[config.mk]
export PLATFORM = sky130hd
export DESIGN_NAME = io_write_arbiter
export DESIGN_NICKNAME = d
export VERILOG_FILES = /design/src/rtl/io_write_arbiter.sv
export SDC_FILE = /design/constraint.sdc
export NUM_CORES = 1
export LEC_CHECK = 0
export CORE_ASPECT_RATIO = 0.7
export CORE_MARGIN = 2
export CORE_UTILIZATION = 39
export DETAILED_ROUTE_END_ITERATION = 16
export PLACE_DENSITY = 0.9
export REMOVE_ABC_BUFFERS = 1
export SYNTH_ARGS = -nofsm -noshare
export SYNTH_HDL_FRONTEND = slang
export SYNTH_SLANG_ARGS = --single-unit
[constraint.sdc]
create_clock -name clk -period 3.5 [get_ports clk]
set_input_delay 0.7 -clock clk [delete_from_list [all_inputs] [get_ports clk]]
set_output_delay 0.7 -clock clk [all_outputs]
set_load 0.005 [all_outputs]
[src/rtl/io_write_arbiter.sv]
// io_write_arbiter: shares the single memory-mapped I/O write bus between two
// write masters (req0 = CPU store path, req1 = secondary master).
// It issues one registered write per cycle with a one-cycle ack per requester.
// Optional macro ARB_FIXED_PRIO_EN: when defined, requester 0 always wins a tie.
// When it is undefined, ties are broken round-robin using rr_last.
module io_write_arbiter #(
  parameter int ADDR_W = 8,
  parameter int DATA_W = 8
) (
  input  logic              clk,
  input  logic              rst_n,
  input  logic              req0,
  input  logic [ADDR_W-1:0] addr0,
  input  logic [DATA_W-1:0] data0,
  output logic              ack0,
  input  logic              req1,
  input  logic [ADDR_W-1:0] addr1,
  input  logic [DATA_W-1:0] data1,
  output logic              ack1,
  output logic              we,
  output logic [ADDR_W-1:0] address,
  output logic [DATA_W-1:0] regData,
  output logic [1:0]        grant
);

  typedef enum logic [1:0] {
    IDLE = 2'd0,
    WR0  = 2'd1,
    WR1  = 2'd2
  } state_t;

  state_t            state_q, state_d;
  logic              rr_last_q, rr_last_d;
  logic [ADDR_W-1:0] address_q, address_d;
  logic [DATA_W-1:0] regdata_q, regdata_d;

  logic elig0, elig1;
  logic tie_pick1;

  // A requester whose ack is high this cycle presents a stale req, so it is masked.
  always_comb begin
    elig0 = req0 && (state_q != WR0);
    elig1 = req1 && (state_q != WR1);
  end

`ifdef ARB_FIXED_PRIO_EN
  // Fixed priority: requester 0 always takes a tie.
  always_comb begin
    tie_pick1 = 1'b0;
  end
`else
  // Round-robin: a tie goes to the requester that was not served last.
  always_comb begin
    tie_pick1 = ~rr_last_q;
  end
`endif

  // Next-state selection and address/data capture for the granted requester.
  always_comb begin
    state_d   = IDLE;
    rr_last_d = rr_last_q;
    address_d = address_q;
    regdata_d = regdata_q;
    if (elig1 && (!elig0 || tie_pick1)) begin
      state_d   = WR1;
      rr_last_d = 1'b1;
      address_d = addr1;
      regdata_d = data1;
    end else if (elig0) begin
      state_d   = WR0;
      rr_last_d = 1'b0;
      address_d = addr0;
      regdata_d = data0;
    end
  end

  // State and capture registers. Asynchronous reset aborts any write in flight.
  always_ff @(posedge clk or negedge rst_n) begin
    if (!rst_n) begin
      state_q   <= IDLE;
      rr_last_q <= 1'b1;
      address_q <= '0;
      regdata_q <= '0;
    end else begin
      state_q   <= state_d;
      rr_last_q <= rr_last_d;
      address_q <= address_d;
      regdata_q <= regdata_d;
    end
  end

  // Bus and handshake outputs are decoded directly from the registered state.
  always_comb begin
    ack0    = (state_q == WR0);
    ack1    = (state_q == WR1);
    we      = (state_q != IDLE);
    grant   = {ack1, ack0};
    address = address_q;
    regData = regdata_q;
  end

endmodule

# Word level (Yosys, flattened, before mapping)
# Index checks and enable logic that the tools add are counted.
# op_classes
bitwise,1
reduce_logical,7
mux,8
n_eq_ne,4
# op_table
cell,count
2-to-1 mux 8 bit,4
nonzero test 2 bit,2
logical AND 1 bit,3
2-to-1 mux 1 bit,3
== test 2 x 1 -> 1 bit (second input constant),1
== test 2 bit (second input constant),1
2-to-1 mux 2 bit,1
inequality test 2 x 1 -> 1 bit (second input constant),1
inequality test 2 bit (second input constant),1
zero test 1 bit,1
logical OR 1 bit,1
NOT 1 bit,1
# word_totals
out_inout_bits,21
inputBits,36
word_cells,24
reg_bits,19

# Depth between registers and ports, before layout
# Gate-level depths: netlist of run 1.
# logic_depth
depth_word,6
depth_mapped,6
depth_no_buf,4

# Worst setup path before layout of run 1
# Ideal clock, no wire load.
# synth_path
path_kind,input-to-reg
from,input req1
to,"register address_q[0], in the netlist address[0]"
setup_slack_ps,1619
n_path_buf,2
arrival_time_ps,1755
setup_time_ps,126
required_time_ps,3374
path_stages,6
cell_sequence,nand2b_1 -> maj3_2 -> and2_4 -> buf_6 -> buf_8 -> a221o_1
# synth_between
elab_chain_cells,3
elab_cells_between_ends,4
cone_classes,mux (1); reduce/logical (3)
# synth_rtl
item,line_no,text
start: declaration,16,"input logic req1,"
logical AND 1 bit (*),43,elig1 = req1 && (state_q != WR1);
logical AND 1 bit (*),64,if (elig1 && (!elig0 || tie_pick1)) begin
2-to-1 mux 8 bit / nonzero test 2 bit (equally long branches),n/a,
end signal: assignment,87,address_q <= address_d;
end: declaration,34,"logic [ADDR_W-1:0] address_q, address_d;"
# Mark *: on every way between the ends. The rest lies on a longest branch, timed or not.
# A chain may end at the register's enable or synchronous reset.

# Worst setup path after layout of run 1
# layout_path
from,input req1
to,"register regdata_q[1], in the netlist regData[1]"
# layout_between
elab_chain_cells,3
elab_cells_between_ends,4
cone_classes,mux (1); reduce/logical (3)
# layout_rtl
item,line_no,text
logical AND 1 bit (*),43,
logical AND 1 bit (*),64,
2-to-1 mux 8 bit / nonzero test 2 bit (equally long branches),n/a,
end signal: assignment,88,regdata_q <= regdata_d;
end: declaration,35,"logic [DATA_W-1:0] regdata_q, regdata_d;"
# Marked as above.

==> results of run 1 <==
-- per-layer routing --
layer | routed length [um] | part of all wire [%] | global-route usage (%) | vias up
met5 | 0 | 0 | 0 | -
met4 | 12 | 0.48 | 5.11 | 0
met3 | 202 | 8.0 | 4.39 | 2
met2 | 1250 | 50 | 32.2 | 48
met1 | 1050 | 42 | 26.5 | 413
li1 | - | - | - | 387
-- sequential cells by signal, summed over array words and instances, names as in the netlist --
register,cells
regData,8
address,8
state_q,2
rr_last_q,1
-- worst max-delay path, stage by stage --
cell	delay (ns)
clkdlybuf4s50_1	0.47
inv_1	0.10
nor2_1	0.05
o2bb2ai_1	0.93
a221o_2	0.32
-- stage by stage --
stage	utilization, %	cell area [um2]	power [mW]	hold WS, ns	std cells
floorplan	-	856	0.527	0.404	69
detailed placement	66.9	1460	0.798	0.493	158
global route	68.1	1490	0.960	0.538	162
CTS	68.1	1490	0.907	0.525	162
global placement	66.9	1460	0.778	0.497	158
finish	68.1	1490	0.900	0.530	162
-- logic make-up (layout without fill, tap and decap cells) --
group	count (synthesis)	after routing	share of synthesized area (%)
AND/OR/NAND/NOR	27	27	17.4
AO/OA/AOI/OAI	19	19	21.0
buffers and inverters	8	63	7.12
flip-flops	19	19	52.2
multiplexers	1	1	1.10
adder cells (fa/ha/maj)	1	1	1.23
-- final timing paths --
path / start / end / slack [ns] / cells past startpoint
setup / recovery: req1 / regData[1]$_DFFE_PN0P_ / 1.15 / 5
hold reg to reg: address[5]$_DFFE_PN0P_ / address[5]$_DFFE_PN0P_ / 0.53 / 1
hold / removal: address[5]$_DFFE_PN0P_ / address[5]$_DFFE_PN0P_ / 0.53 / 1
min in group asynchronous: rst_n / regData[0]$_DFFE_PN0P_ / 0.88 / 1
max in group asynchronous: rst_n / state_q[1]$_DFF_PN0_ / 2.12 / 1
setup reg to reg: state_q[1]$_DFF_PN0_ / regData[1]$_DFFE_PN0P_ / 1.44 / 4
-- power groups by stage --
stage,clock (mW),combinational [mW],sequential (mW)
after global placement,0,0.409,0.368
after CTS,0.109,0.430,0.369
after detailed placement,0,0.430,0.368
after global routing,0.116,0.462,0.382
after floorplan,0,0.163,0.365
final,0.106,0.425,0.369
-- cells in the mapped netlist --
master / count
nor2b_1: 1
a221o_2: 7
buf_6: 2
inv_1: 2
nand2b_1: 1
buf_2: 1
or2_2: 1
nand2_1: 1
a21oi_1: 1
nor2_1: 4
a221o_1: 9
buf_8: 1
dfrtp_1: 18
and2_4: 1
mux2i_1: 1
and2_1: 16
maj3_2: 1
and3_2: 1
dfstp_2: 1
o2bb2ai_1: 2
buf_4: 2
nor3_1: 1
-- cell type report --
class,instances,area (um2)
clock buffers,4,26.3
flip-flops and latches,19,477
inverters,2,7.51
well taps,32,40.0
fillers,182,699
repair buffers,57,568
multi-input cells,48,372
==> summary.md, run 1 <==
| Metric | Value |
|---|---|
| Outcome | finished clean |
| Number of antenna violations at the first check in global routing | 0 |
| Relative slew slack | 20.8% |
| Ant diodes | 0 |
| Die X | between 60 and 70 um |
| Total GRT Usage | 19.7% |
| WL/cell | 15.6 um |
| Share of cells above drive strength 1 | around 12% |
| Num CTS Buffers | 3 |
| Clock Skew | between 0.005 and 0.006 ns |
| HPWL after DPL | just under 2000 um |
| Drt initial violations | a little over 70 |
| Seq pwr share | approximately two fifths |
| Crit path launch type | input port |
| Commonest non-fill, non-tap cell in the layout | clkdlybuf4s50_1 |
| Ports | 57 |
| Starting Density | around two fifths |
| Worst Hold Class | flip-flop to flip-flop |
| TritonCTS clock tree | built |
| Logic pwr share | around 47% |
| Yosys top cell by area | dfrtp_1 |
| Largest cells by area after synthesis | dfrtp_1 49%, and2_1 11%, a221o_1 9.9% |
| Maximum root-to-sink buffer count | 2 |
| Slew Limit Fails | 0 |
| Die Height | approximately 44 um |
| Final setup viols | 0 |
| Max-cap viol count | 0 |
| DP Worst Slack | about 0.85 ns |
| Final WL | 2520 um |
| Setup bufs post-CTS | 0 |
| PortBufs | 56 |
| Synth top area share | 49.3% |
| TritonCTS Sinks | 19 |
| Leak Pwr | slightly above 0.6 nW |
| Final GP Congestion | around 0.76 |
| Switching part of the total | 29.6% |
| Pwr dens | around 600 nW/um2 |
| First-pass GRT wire length | between 3000 and 4000 um |
| Nets@finish | 167 |
| Final setup margin | between 1 and 1.5 ns |
| Worst skew pair latency | ~0.28 ns |
| Cell row count | 14 |
| Clock transition at path regs | approximately 0.10 ns |
| Yosys reg bits | 19 |
| Final worst path period share | approximately 67% |
| Mapped Area | around 910 um2 |
| Clock power frac | roughly an eighth |
| Switch Pwr | between 0.2 and 0.3 mW |
| Area grow syn2layout | 63.2% |
| Max Clk Rate | ~430 MHz |
| Critical Path Fanout Max | 16 |
| Register area share after synthesis | 52.2% |
| Fin Setup TNS | 0 ns |
| Htree depth | 1 |
| Post-cts sizing count | 0 |
| Post-DR vias/cell | 5.25 |
| # DRC | 0 |
| ANT nets after route | 0 |
| Drt first pass iters | 4 |
| GR Overflow Total | 0 |
| Most frequent cells in the layout | 56 x clkdlybuf4s50_1, 18 x dfrtp_1, 16 x and2_1, 9 x a221o_1, 7 x a221o_2 |
| Clock Tree Root | clkbuf_4 |
| Syn avg cell area | 12.2 um2 |
| Die footprint | 2750 um2 |
| Vias in the first global route | about 800 |
| Final Hold Fails | 0 |
| RSZ-0062 raised after global routing | false |
| Worst-Margin Slew | around 1.2 ns |
| Core footprint | 2190 um2 |
| Yosys warnings | 0 |
| CTS Hold Bufs | 0 |
| WP data required | between 3 and 4 ns |
| Post-Synthesis Cells | 75 |
| Worst Path Arrival | between 2 and 3 ns |
| Crit Path Category | input port to flip-flop |
| Largest net degree at the start of global routing | 20 |
| Peak VDD IR | a little under 300 uV |
| Vias post-DR | 850 |
| Int Pwr | roughly 0.63 mW |
| Setup crit end kind | flip-flop |
| Post-synth cell types | 22 |
| Final Critical Period | 2.35 ns |
No activity file was read; power rests on OpenSTA's default activity.
==> run 2: changes to the inputs <==
--- a/config.mk
+++ b/config.mk
@@ -7,9 +7,9 @@
 export LEC_CHECK = 0
 export CORE_ASPECT_RATIO = 0.7
 export CORE_MARGIN = 2
-export CORE_UTILIZATION = 39
+export CORE_UTILIZATION = 32
 export DETAILED_ROUTE_END_ITERATION = 16
-export PLACE_DENSITY = 0.9
+export PLACE_DENSITY = 0.8
 export REMOVE_ABC_BUFFERS = 1
 export SYNTH_ARGS = -nofsm -noshare
 export SYNTH_HDL_FRONTEND = slang
==> constraint.sdc (replaced) <==
create_clock -name clk -period 2 [get_ports clk]
set_input_delay 0.4 -clock clk [delete_from_list [all_inputs] [get_ports clk]]
set_output_delay 0.4 -clock clk [all_outputs]
set_load 0.005 [all_outputs]
==> summary.md, run 2 (synthesis gave the netlist of run 1 again) <==
| Metric | Value |
|---|---|
| Outcome | finished clean |
| Number of antenna violations at the first check in global routing | 0 (unchanged) |
| Worst-Margin Slew | 0.341 ns (-0.847 ns) |
| Commonest non-fill, non-tap cell in the layout | clkdlybuf4s50_1 |
| Final core occ | 56.3% (-12 points) |
| Core footprint | 2760 um2 (+26%) |
| Relative slew slack | 77.2% (+56 points) |
| Pwr dens | 1070 nW/um2 (+78%) |
| Slew Limit Fails | 0 (unchanged) |
| Logic pwr share | 45.6% (-1.6 points) |
| Crit Path Category | flip-flop to primary output |
| Vias in the first global route | 857 (+5.0%) |
| Leak Pwr | 0.645 nW (+5.1%) |
| Most frequent cells in the layout | 56 x clkdlybuf4s50_1, 18 x dfrtp_1, 16 x and2_1, 9 x a221o_1, 7 x a221o_2 |
| WP data required | 1.60 ns (-2.12 ns) |
| PortBufs | 56 (unchanged) |
| Setup bufs post-CTS | 0 (unchanged) |
| HPWL after DPL | 1840 um (-4.6%) |
| Clock transition at path regs | 0.08 ns (-0.02 ns) |
| Final Instance Area | 1560 um2 (+4.4%) |
| Cells after DPL | 167 (+5.7%) |
| Final GP Congestion | 0.744 (-2.0%) |
| First-pass GRT wire length | 3800 um (-0.89%) |
| Area post-placement | 1510 um2 (+2.9%) |
| # DRC | 0 (unchanged) |
| Max Clk Rate | approximately 530 MHz |
| TritonCTS clock tree | built |
| Die Height | 48.7 um (+9.5%) |
| Hold slack final | 0.405 ns (-0.125 ns) |
| Setup crit end kind | primary output |
| Post-DR vias/cell | 4.78 (-8.8%) |
| Post-route insts no fill | 171 (+5.6%) |
| Vias post-DR | 818 (-3.8%) |
| GR Overflow Total | 0 (unchanged) |
| Maximum root-to-sink buffer count | 2 (unchanged) |
| Cell row count | 16 (+2) |
| Critical Path Fanout Max | 7 (-9) |
| RSZ-0062 raised after global routing | false |
| DP Worst Slack | -0.00610 ns (-0.853 ns) |
| Drt initial violations | 18 (-75%) |
| Largest net degree at the start of global routing | 18 (-10%) |
| Worst setup path startpoint | state_q[1]$_DFF_PN0_ |
| Clock Skew | 0.00574 ns (+0.000395 ns) |
| Worst Hold Class | input port to asynchronous set/reset pin |
| Total power | 1.67 mW (+85%) |
| Nets@finish | 172 (+3.0%) |
| Clock Tree Root | clkbuf_8 |
| Worst skew pair latency | 0.26 ns (-0.02 ns) |
| # fillers | 232 (+27%) |
| Die footprint | 3300 um2 (+20%) |
| Int Pwr | 1.19 mW (+88%) |
| Ports | 57 (unchanged) |
| Final worst path period share | 94.8% |
| Crit path launch type | flip-flop |
| Final setup margin | 0.104 ns (-1.05 ns) |
| Drt first pass iters | 4 (unchanged) |
| Worst r2r src | rr_last_q$_DFFE_PN1P_ |
| Htree depth | 1 (unchanged) |
| Seq pwr share | 38.2% (-2.8 points) |
| Final Critical Period | 1.90 ns |
| Clock power frac | 16.2% (+4.4 points) |
| CTS Hold Bufs | 0 (unchanged) |
| Num CTS Buffers | 3 (unchanged) |
| Switching part of the total | 28.5% (-1.1 points) |
| Final Hold Fails | 0 (unchanged) |
| Peak VDD IR | 559 uV (+90%) |
| ANT nets after route | 0 (unchanged) |
| Max-cap viol count | 0 (unchanged) |
| Switch Pwr | 0.475 mW (+79%) |
| TritonCTS Sinks | 19 (unchanged) |
| Fin Setup TNS | 0 ns (unchanged) |
| Final WL | 2320 um (-7.9%) |
| Area grow syn2layout | 70.3% |
| Share of cells above drive strength 1 | 16.3% (+4.0 points) |
| Worst Path Arrival | 1.50 ns (-1.07 ns) |
| Ant diodes | 0 (unchanged) |
| Total GRT Usage | 15.4% (-4.3 points) |
| Starting Density | 33.1% (-8.7 points) |
| Final setup viols | 0 (unchanged) |
| Die X | 67.9 um (+9.7%) |
| WL/cell | 13.6 um (-13%) |
| Post-cts sizing count | 0 (unchanged) |
==> run 2: metal layers <==
metal  up-vias  part of all wire (%)  GRT usage (%)
met5         -                     0              0
met2        34                    51           27.3
met4         0                   1.4           5.00
met3         2                   6.1           4.19
met1       385                    42           17.6
li1        397                     -              -
==> run 2: worst paths after layout <==
path,cells after the start,to,slack [ns]
setup reg to reg,5,regData[5]$_DFFE_PN0P_,0.40
setup / recovery,2,grant[1],0.10
hold / removal,1,regData[7]$_DFFE_PN0P_,0.40
min in group clk,1,regData[2]$_DFFE_PN0P_,0.51
max in group asynchronous,2,rr_last_q$_DFFE_PN1P_,1.04
hold reg to reg,1,regData[2]$_DFFE_PN0P_,0.51
==> run 2: final cells by class <==
class | count | area [um2] | share of cell area, %
timing repair buffer | 62 | 606 | 38.9
sequential | 19 | 477 | 30.7
multi-input combinational | 48 | 372 | 23.9
tap | 36 | 45.0 | 2.90
clock buffer | 3 | 41.3 | 2.65
clock inverter | 1 | 7.51 | 0.483
inverter | 2 | 7.51 | 0.483
==> run 2: worst max-delay path, cell delays in order, from the launching register on <==
cell and delay [ns]:
dfrtp_1 0.44, nor2b_1 0.26, clkdlybuf4s50_1 0.54
==> run 2: power groups by stage <==
| stage | sequential (mW) | combinational (mW) | clock (mW) |
|---|---|---|---|
| after floorplan | 0.638 | 0.285 | 0 |
| after global placement | 0.639 | 0.746 | 0 |
| after detailed placement | 0.644 | 0.766 | 0 |
| after CTS | 0.639 | 0.770 | 0.282 |
| after global routing | 0.662 | 0.827 | 0.292 |
| final | 0.638 | 0.760 | 0.270 |
